## src/rtl/dmem_arb_pkg.sv

```systemverilog
// Shared types for the data-memory port A arbiter: FSM states and read-return owner tags.
package dmem_arb_pkg;
    typedef enum logic {CPU_PRI, EXT_SLOT} arb_state_t;
    typedef enum logic [1:0] {OWN_NONE, OWN_CPU, OWN_EXT} owner_t;
endpackage

```

## src/rtl/dmem_port_arbiter_if.sv

```systemverilog
// Bundle of CPU, external-master and memory port A signals around the arbiter.
interface dmem_port_arbiter_if #(
    parameter int ADDR_W = 16,
    parameter int DATA_W = 16
);
    logic              cpu_req;
    logic              cpu_we;
    logic [ADDR_W-1:0] cpu_addr;
    logic [DATA_W-1:0] cpu_wdata;
    logic              cpu_stall;
    logic              cpu_rvalid;
    logic [DATA_W-1:0] cpu_rdata;

    logic              ext_req;
    logic              ext_we;
    logic [ADDR_W-1:0] ext_addr;
    logic [DATA_W-1:0] ext_wdata;
    logic              ext_gnt;
    logic              ext_rvalid;
    logic [DATA_W-1:0] ext_rdata;

    logic [ADDR_W-1:0] mem_addr;
    logic [DATA_W-1:0] mem_wdata;
    logic              mem_we;
    logic [DATA_W-1:0] mem_rdata;

    // Requesters and the memory macro drive this side.
    modport master (
        output cpu_req, cpu_we, cpu_addr, cpu_wdata,
        output ext_req, ext_we, ext_addr, ext_wdata,
        output mem_rdata,
        input  cpu_stall, cpu_rvalid, cpu_rdata,
        input  ext_gnt, ext_rvalid, ext_rdata,
        input  mem_addr, mem_wdata, mem_we
    );

    modport slave (
        input  cpu_req, cpu_we, cpu_addr, cpu_wdata,
        input  ext_req, ext_we, ext_addr, ext_wdata,
        input  mem_rdata,
        output cpu_stall, cpu_rvalid, cpu_rdata,
        output ext_gnt, ext_rvalid, ext_rdata,
        output mem_addr, mem_wdata, mem_we
    );
endinterface

```

## src/rtl/rd_return_pipe.sv

```systemverilog
// RD_LAT-deep shift of owner tags; the head tag marks who owns mem_rdata this cycle.
module rd_return_pipe
    import dmem_arb_pkg::*;
#(
    parameter int RD_LAT = 1
) (
    input  logic   clk,
    input  logic   rst,
    input  owner_t push_tag,
    output owner_t head_tag
);
    owner_t tag_pipe [RD_LAT];

    always_ff @(posedge clk) begin
        if (!rst) begin
            for (int i = 0; i < RD_LAT; i++) tag_pipe[i] <= OWN_NONE;
        end else begin
            tag_pipe[0] <= push_tag;
            for (int i = 1; i < RD_LAT; i++) tag_pipe[i] <= tag_pipe[i-1];
        end
    end

    assign head_tag = tag_pipe[RD_LAT-1];
endmodule

```

## src/rtl/dmem_port_arbiter.sv

```systemverilog
// Shares memory port A between the CPU MEM stage and an external master; the CPU has
// priority but may win at most MAX_CPU_RUN times in a row while the external master waits.
module dmem_port_arbiter
    import dmem_arb_pkg::*;
#(
    parameter int ADDR_W      = 16,
    parameter int DATA_W      = 16,
    parameter int RD_LAT      = 1,
    parameter int MAX_CPU_RUN = 4
) (
    input logic                 clk,
    input logic                 rst,
    dmem_port_arbiter_if.slave  bus
);
    localparam int RUN_W = (MAX_CPU_RUN > 1) ? $clog2(MAX_CPU_RUN) : 1;
    localparam logic [RUN_W-1:0] RUN_MAX = RUN_W'(MAX_CPU_RUN - 1);

    arb_state_t       state_q, state_d;
    logic [RUN_W-1:0] run_q, run_d;
    logic             cpu_grant, ext_grant;
    owner_t           push_tag, head_tag;

    always_ff @(posedge clk) begin
        if (!rst) begin
            state_q <= CPU_PRI;
            run_q   <= '0;
        end else begin
            state_q <= state_d;
            run_q   <= run_d;
        end
    end

    // Grants are forced off in reset so memory can never see a write then.
    always_comb begin
        cpu_grant = 1'b0;
        ext_grant = 1'b0;
        state_d   = state_q;
        run_d     = run_q;
        if (rst) begin
            case (state_q)
                CPU_PRI: begin
                    cpu_grant = bus.cpu_req;
                    ext_grant = bus.ext_req & ~bus.cpu_req;
                end
                default: begin
                    ext_grant = bus.ext_req;
                    cpu_grant = bus.cpu_req & ~bus.ext_req;
                end
            endcase

            if (state_q == EXT_SLOT)
                state_d = CPU_PRI;
            else if (cpu_grant && bus.ext_req && run_q == RUN_MAX)
                state_d = EXT_SLOT;

            if (ext_grant || !bus.ext_req || state_q == EXT_SLOT)
                run_d = '0;
            else if (cpu_grant && run_q != RUN_MAX)
                run_d = run_q + RUN_W'(1);
        end
    end

    always_comb begin
        bus.mem_we    = 1'b0;
        bus.mem_addr  = {ADDR_W{1'b0}};
        bus.mem_wdata = {DATA_W{1'b0}};
        push_tag      = OWN_NONE;
        if (cpu_grant) begin
            bus.mem_we    = bus.cpu_we;
            bus.mem_addr  = bus.cpu_addr;
            bus.mem_wdata = bus.cpu_wdata;
            push_tag      = bus.cpu_we ? OWN_NONE : OWN_CPU;
        end else if (ext_grant) begin
            bus.mem_we    = bus.ext_we;
            bus.mem_addr  = bus.ext_addr;
            bus.mem_wdata = bus.ext_wdata;
            push_tag      = bus.ext_we ? OWN_NONE : OWN_EXT;
        end
    end

    assign bus.cpu_stall = bus.cpu_req & ~cpu_grant;
    assign bus.ext_gnt   = bus.ext_req & ext_grant;

    rd_return_pipe #(.RD_LAT(RD_LAT)) u_rd_pipe (
        .clk      (clk),
        .rst      (rst),
        .push_tag (push_tag),
        .head_tag (head_tag)
    );

    // The memory already delays q by RD_LAT, so both ports simply see it.
    assign bus.cpu_rvalid = (head_tag == OWN_CPU);
    assign bus.ext_rvalid = (head_tag == OWN_EXT);
    assign bus.cpu_rdata  = bus.mem_rdata;
    assign bus.ext_rdata  = bus.mem_rdata;
endmodule

```

## src/flat_wrapper.sv

```systemverilog
// flat-port wrapper written by rule: the top's interface ports become plain ports
module dmem_port_arbiter_flat import dmem_arb_pkg::*;
#(
    parameter int ADDR_W      = 16,
    parameter int DATA_W      = 16,
    parameter int RD_LAT      = 1,
    parameter int MAX_CPU_RUN = 4
)
  (clk, rst, bus_cpu_req, bus_cpu_we, bus_cpu_addr, bus_cpu_wdata, bus_ext_req, bus_ext_we, bus_ext_addr, bus_ext_wdata, bus_mem_rdata, bus_cpu_stall, bus_cpu_rvalid, bus_cpu_rdata, bus_ext_gnt, bus_ext_rvalid, bus_ext_rdata, bus_mem_addr, bus_mem_wdata, bus_mem_we);
  dmem_port_arbiter_if #(.ADDR_W(ADDR_W), .DATA_W(DATA_W)) bus_i ();
  input logic clk;
  input logic rst;
  input wire logic [$bits(bus_i.cpu_req)-1:0] bus_cpu_req;
  input wire logic [$bits(bus_i.cpu_we)-1:0] bus_cpu_we;
  input wire logic [$bits(bus_i.cpu_addr)-1:0] bus_cpu_addr;
  input wire logic [$bits(bus_i.cpu_wdata)-1:0] bus_cpu_wdata;
  input wire logic [$bits(bus_i.ext_req)-1:0] bus_ext_req;
  input wire logic [$bits(bus_i.ext_we)-1:0] bus_ext_we;
  input wire logic [$bits(bus_i.ext_addr)-1:0] bus_ext_addr;
  input wire logic [$bits(bus_i.ext_wdata)-1:0] bus_ext_wdata;
  input wire logic [$bits(bus_i.mem_rdata)-1:0] bus_mem_rdata;
  output wire logic [$bits(bus_i.cpu_stall)-1:0] bus_cpu_stall;
  output wire logic [$bits(bus_i.cpu_rvalid)-1:0] bus_cpu_rvalid;
  output wire logic [$bits(bus_i.cpu_rdata)-1:0] bus_cpu_rdata;
  output wire logic [$bits(bus_i.ext_gnt)-1:0] bus_ext_gnt;
  output wire logic [$bits(bus_i.ext_rvalid)-1:0] bus_ext_rvalid;
  output wire logic [$bits(bus_i.ext_rdata)-1:0] bus_ext_rdata;
  output wire logic [$bits(bus_i.mem_addr)-1:0] bus_mem_addr;
  output wire logic [$bits(bus_i.mem_wdata)-1:0] bus_mem_wdata;
  output wire logic [$bits(bus_i.mem_we)-1:0] bus_mem_we;
  assign bus_i.cpu_req = bus_cpu_req;
  assign bus_i.cpu_we = bus_cpu_we;
  assign bus_i.cpu_addr = bus_cpu_addr;
  assign bus_i.cpu_wdata = bus_cpu_wdata;
  assign bus_i.ext_req = bus_ext_req;
  assign bus_i.ext_we = bus_ext_we;
  assign bus_i.ext_addr = bus_ext_addr;
  assign bus_i.ext_wdata = bus_ext_wdata;
  assign bus_i.mem_rdata = bus_mem_rdata;
  assign bus_cpu_stall = bus_i.cpu_stall;
  assign bus_cpu_rvalid = bus_i.cpu_rvalid;
  assign bus_cpu_rdata = bus_i.cpu_rdata;
  assign bus_ext_gnt = bus_i.ext_gnt;
  assign bus_ext_rvalid = bus_i.ext_rvalid;
  assign bus_ext_rdata = bus_i.ext_rdata;
  assign bus_mem_addr = bus_i.mem_addr;
  assign bus_mem_wdata = bus_i.mem_wdata;
  assign bus_mem_we = bus_i.mem_we;
  dmem_port_arbiter #(.ADDR_W(ADDR_W), .DATA_W(DATA_W), .RD_LAT(RD_LAT), .MAX_CPU_RUN(MAX_CPU_RUN)) u_core (.clk(clk), .rst(rst), .bus(bus_i));
endmodule
```

## config.mk

```make
export PLATFORM = sky130hd
export DESIGN_NAME = dmem_port_arbiter_flat
export DESIGN_NICKNAME = d
export VERILOG_FILES = /design/src/rtl/dmem_arb_pkg.sv /design/src/rtl/dmem_port_arbiter_if.sv /design/src/rtl/rd_return_pipe.sv /design/src/rtl/dmem_port_arbiter.sv /design/src/flat_wrapper.sv
export SDC_FILE = /design/constraint.sdc
export NUM_CORES = 1
export LEC_CHECK = 0
export CORE_AREA = 2 2 60 62
export CTS_BUF_LIST = sky130_fd_sc_hd__clkbuf_4
export CTS_CLUSTER_SIZE = 10
export DETAILED_ROUTE_END_ITERATION = 7
export DIE_AREA = 0 0 62 64
export DONT_BUFFER_PORTS = 1
export GPL_ROUTABILITY_DRIVEN = 0
export PLACE_DENSITY = 0.37
export SLEW_MARGIN = 20
export SYNTH_ARGS = -nofsm -noshare
export SYNTH_HDL_FRONTEND = slang
export SYNTH_SLANG_ARGS = --single-unit
```

## constraint.sdc

```tcl
create_clock -name clk -period 1.4 [get_ports clk]
set_input_delay 0.07 -clock clk [delete_from_list [all_inputs] [get_ports clk]]
set_output_delay 0.07 -clock clk [all_outputs]
set_load 0.01 [all_outputs]
```

== Word level (Yosys, flattened, before mapping) ==
Memory sizes are Yosys's and may differ from the RTL's.
Cells that the tools add are included.

* Bits in registers: 3
* Memories: 1
* Input bits: 86
* Bits in writable memories: 2
* Output and inout port bits: 69
* Logic and storage cells: 46

* Reduce and logical (&&, ||, !) cells: 9
* Add/subtract/negate cells: 1
* Mux-type cells: 21
* Equality and inequality tests: 4
* Bitwise gates (word level): 8

{| class="wikitable"
|+ Memories
! memory !! depth !! bits a word !! rd ports !! clocked after Yosys merged registers in !! wr ports !! RTL line !! source
|-
| u_core.u_rd_pipe.tag_pipe || 1 || 2 || 1 || 0 || 1 || rd_return_pipe.sv:12 || <nowiki>owner_t tag_pipe [RD_LAT];</nowiki>
|}

{| class="wikitable"
|+ Operators with widths
! kind !! number
|-
| $mux 16 || 4
|-
| $mux 1 || 13
|-
| $mux 2 || 4
|-
| $reduce_or 2->1 || 3
|-
| $and 1x1->1 || 4
|-
| $eq 2x2->1 const B || 2
|-
| $not 1->1 || 4
|-
| $logic_and 1x1->1 || 3
|-
| $add 2x1->2 const B || 1
|-
| $eq 2x1->1 const B || 1
|-
| $logic_or 1x1->1 || 2
|-
| $ne 2x2->1 const B || 1
|-
| $logic_not 1->1 || 1
|}

== Depth between registers and ports, before layout ==
* Depth after elaboration: 8
* Gate-level depth with buffers: 4
* Gate-level depth less buffers: 3

== Modules after synthesis ==
A second synthesis with hierarchy kept.

* Cells, all modules: 96
* Area, all modules: 849.6 sq um

{| class="wikitable"
|+ Modules (own cells, without submodules)
! module !! sequential area each (sq um) !! area an instance (sq um) !! times used !! cells each
|-
| dmem_port_arbiter || 60.1 || 797.0 || 1 || 92
|-
| rd_return_pipe || 40.0 || 52.6 || 1 || 4
|}

== Worst setup path before layout ==
Ideal clock, no wire load.

* Path type: register -> output
* Start point: register u_core.state_q
* End point: output port bus_mem_wdata[11]
* Buffers on the path: 1
* Data arrival time: 1.029 ns
* Stages on the path, launching flop included: 5
* Data required time: 1.330 ns
* Setup slack: 0.301 ns
* Path through: dfxtp_1 > inv_1 > a21oi_4 > buf_6 > a22o_1

* Cells in the longest elaborated chain, start to end: 5
* Elaborated cells between the ends (all ways): 8
* Those cells by class: mux (8)

{| class="wikitable"
|+ RTL lines
! what !! RTL line !! source
|-
| start, declared || dmem_port_arbiter.sv:18 || <nowiki>arb_state_t state_q, state_d;</nowiki>
|-
| start signal, assigned || dmem_port_arbiter.sv:28 || <nowiki>state_q <= state_d;</nowiki>
|-
| $mux 1 || dmem_port_arbiter.sv:40 || <nowiki>case (state_q)</nowiki>
|-
| $mux 1 (2 in a row) || dmem_port_arbiter.sv:39 || <nowiki>if (rst) begin</nowiki>
|-
| $mux 16 || dmem_port_arbiter.sv:73 || <nowiki>end else if (ext_grant) begin</nowiki>
|-
| $mux 16 (*) || dmem_port_arbiter.sv:68 || <nowiki>if (cpu_grant) begin</nowiki>
|-
| end, declared || flat_wrapper.sv:29 || <nowiki>output wire logic [$bits(bus_i.mem_wdata)-1:0] bus_mem_wdata;</nowiki>
|}

Every way passes the cells marked *; elsewhere a longest branch is shown, timed or not. The select of a mux whose other input is x is not followed.

== Worst setup path after layout ==
* Start point: register u_core.state_q
* End point: output port bus_mem_wdata[14]

Same word-level chain as after synthesis.

==> impl_summary.md <==
Run status
The run finished with clean final reports.

Global routing
The met2 track utilization from global routing is 16.15%. In the global route stage, met1 resource usage came out at 7.552%. The number of global-route vias before repair is 557. Global routing finished with a remaining overflow of 0.

Global routing used 9.080% of the available tracks across all layers. The met3 track utilization from global routing is 4.453%. The busiest metal layer after global routing is met2. The maximum number of pins on one net before global-route repair is 20. The first-pass GRT wire length is 2594 microns. The number of antenna violations at the first check in global routing is 0.

Synth
When the netlist entered floorplanning its net count stood at 181. Summing the areas of all compound-gate instances in the mapped netlist gives 40.87% of the synthesized area. The synthesized netlist devotes 1.014% of its cell area to XOR and XNOR gates. The number of distinct library cell variants in the gate-level netlist after synthesis is 17. The synthesized netlist devotes 7.391% of its cell area to simple gates. a22o_2 takes more of the synthesized area than any other cell. The average instance in the mapped netlist occupies 9.184 sq um. The mapped netlist covers 863.3 sq um. Synthesis produced 94 cells.

In the post-synthesis netlist, the biggest area contributors are a22o_2 (29%), buf_4 (28%), dfxtp_1 (12%), a22o_1 (8.1%), buf_6 (7.8%). Summed over its instances, the top area cell type makes up 28.99% of the synthesized netlist area. In the synthesized netlist, mux cells make up 1.159% of the area. The share of the Yosys chip area taken by registers is 11.59%.

Of the total synthesized cell area, the portion taken by full adders, half adders and majority gates is 1.449%. Synthesis inferred 5 register bits. The combinational family with the most area after synthesis is compound AO/OA/AOI/OAI gates.

The number of warnings issued by yosys is 0.

Run
Across the run, the number of max-cap violations was 0.

Detailed routing
The number of iterations in the first detailed-routing pass is 2. In this run the remaining antenna-violating nets after routing total 0. For this run, design rule violations remaining after detail routing come to 0. For this block, the initial DRC count from the detailed router was 5.

The final routed wire length divided by cell count is 20.38 microns. For this block, the via count after detailed routing is 601. The routed design has 2242 microns of wire. Using the TritonRoute via totals, the vias-per-cell ratio works out to 5.464.

Setup path
The type of element capturing the critical path is an output port. The critical path goes through inv_1, a21oi_4, buf_8, a22o_1. The slowest stage of the critical path belongs to the cell dfxtp_2. The maximum cell stage delay along the critical path is 340 ps. The required arrival time at the worst endpoint is 1330 ps.

The start-to-end type of the worst setup path is reg -> out. The critical path arrival is 1300 ps. Broken down by cell family, the worst path's largest delay share belongs to compound AO/OA/AOI/OAI gates. STA classifies the critical path startpoint as a flip-flop. Across all register-to-register paths, the minimum setup slack is 370 ps. The maximum fanout along the worst path is 19. The count of buffering cells on the critical path with inverters included is 2.

Clocking
The CTS sink count is 5. The hold-fix buffer count after cts is 0. The number of setup buffers added after CTS is 0. After clock tree synthesis, the clock-pin slew on the worst setup and hold paths is 40 ps.

In this run the deepest clock path goes through 2 buffers. Clock tree synthesis inserted a total of 3 buffers. The clock latency of the later-clocked register in the worst-skew pair is 240 ps. The H-tree level count is 1. The clock tree from TritonCTS is yes.

CTS placed an instance of clkbuf_4 at the clock tree root.

Timing
The minimum clock period is 1367 ps. Setup repair after global routing could not meet its margin everywhere. Setup violations remaining at the end of the flow were counted as 0.

The achievable frequency is 731.7 MHz. The final hold violation count came to 0. The final worst-path cycle share is 97.61%. In this run the tightest slew margin relative to its limit is 82.89%. At the pin with the least slew margin, the transition time is 256.1 ps. The max-slew violation total from the final report was 0. The final hold slack is 12.28 ps. For the final database, setup skew stands at 1.563 ps.

Cells and area
From synthesis to final layout, the design area changed by -19.13%. In the final design database the tool counted 152 nets. The fraction of layout instances using a drive strength above 1 is 59.38%. Once layout is done, the placed cells without fillers occupy 698.2 sq um. The number of antenna diodes in the final layout is 0. In the layout the commonest cells are a22o_2 (25), a22o_1 (8), clkbuf_4 (4), dfxtp_1 (4), nor2_1 (3). Leaving out fill and tap cells, the most frequent cell in the layout is a22o_2.

Placed design
The sum of net half-perimeters after detailed placement is 1865 microns. The number of buffers inserted by port buffering is 0. The cell area reported after detailed placement is 655.6 sq um.

Worst hold path
The worst hold path class is in -> reg.

Floorplan
After floorplanning, the core was divided into 21 placement rows. The height of the chip is 64 microns. The floorplan step defined a die boundary enclosing 0.003968 sq mm. The number of placed I/O pins is 155. The initial cell density of the core is 26.29%. The chip width is 62 microns.

The core region is 0.003284 sq mm.

Pwr
The analysis attributes to cell leakage a power of 0.2743 nW. The power consumption is 0.0004959 W. The power per cell area is 710.3 mW/mm^2.

Across the VDD grid, the largest voltage drop is 0.3769 mV.
state kept, by name (all words and copies together), names as in the netlist:
| name | cells |
|---|---|
| u_core.run_q | 2 |
| u_core.state_q | 1 |
| u_core.u_rd_pipe.tag_pipe | 2 |
synthesized netlist by cell type:
master / instances
a21oi_4: 2
a22o_1: 8
a22o_2: 25
and2b_1: 2
and2b_2: 1
buf_4: 32
buf_6: 6
dfxtp_1: 5
ha_1: 1
inv_1: 2
mux2i_1: 1
nand2_1: 1
nand2_2: 1
nand4_1: 1
nor2_1: 3
nor2b_1: 2
xor2_1: 1
worst register-to-register path, delay by kind of cell (launching register included):
family                 cells  cell delay, ps
and+or+nand+nor            1             130
DFF                        1             340
AOI/OAI and AO/OA          1             230
buffers and inverters      2             280
final cells by class:
cell class | instances | area [sq um]
clock buffer | 4 | 30.03
tap | 46 | 57.56
fill | 365 | 2586
timing repair buffer | 4 | 53.80
inverter | 2 | 7.507
sequential | 5 | 101.3
multi-input combinational | 49 | 447.9
layer usage:
layer  wire length [microns]  share of wire, %
met5                       0                 0
met4                      46               2.1
met3                     412                18
met2                    1122                50
met1                     660                29
where the power goes:
group          switching, W  internal, W
clock network     0.0000553     0.000127
logic             0.0000895    0.0000761
registers        0.00000174     0.000147
logic make-up (layout without fill, tap and decap cells):
| family | after synthesis | count (layout) |
|---|---|---|
| AOI/OAI and AO/OA | 35 | 35 |
| xor gates and xnor gates | 1 | 1 |
| adders and majority gates | 1 | 1 |
| buffers and inverters | 40 | 10 |
| DFF | 5 | 5 |
| muxes | 1 | 1 |
| and+or+nand+nor | 11 | 11 |
path summary, 6_finish.rpt:
path	startpoint	endpoint	cells past startpoint
worst max register to register	u_core.state_q	u_core.u_rd_pipe.tag_pipe[0][1]	4
worst min-delay path	bus_cpu_req	u_core.state_q	2
worst min register to register	u_core.run_q[1]	u_core.run_q[1]	2
worst max-delay path	u_core.state_q	bus_mem_wdata[14]	4
stage by stage:
stage	instances	TNS (ps)	utilization, %	worst slack (ps)
6_report	110	0	21.26	33.40
3_5_place_dp	106	0	19.96	157.6
4_1_cts	110	0	21.26	1.209
5_1_grt	110	-1678	21.26	-72.43
3_3_place_gp	106	0	19.96	191.9
2_1_floorplan	94	0	-	301.0
what timing repair did:
action | 4_1_cts | 5_1_grt
setup endpoints to repair | 33 | 33
cloned | 0 | 0
pin swaps | 1 | 0
gates resized for setup | 4 | 0
endpoints found under the hold margin | 0 | 0
Note: power is estimated with default switching activity, not from simulation.
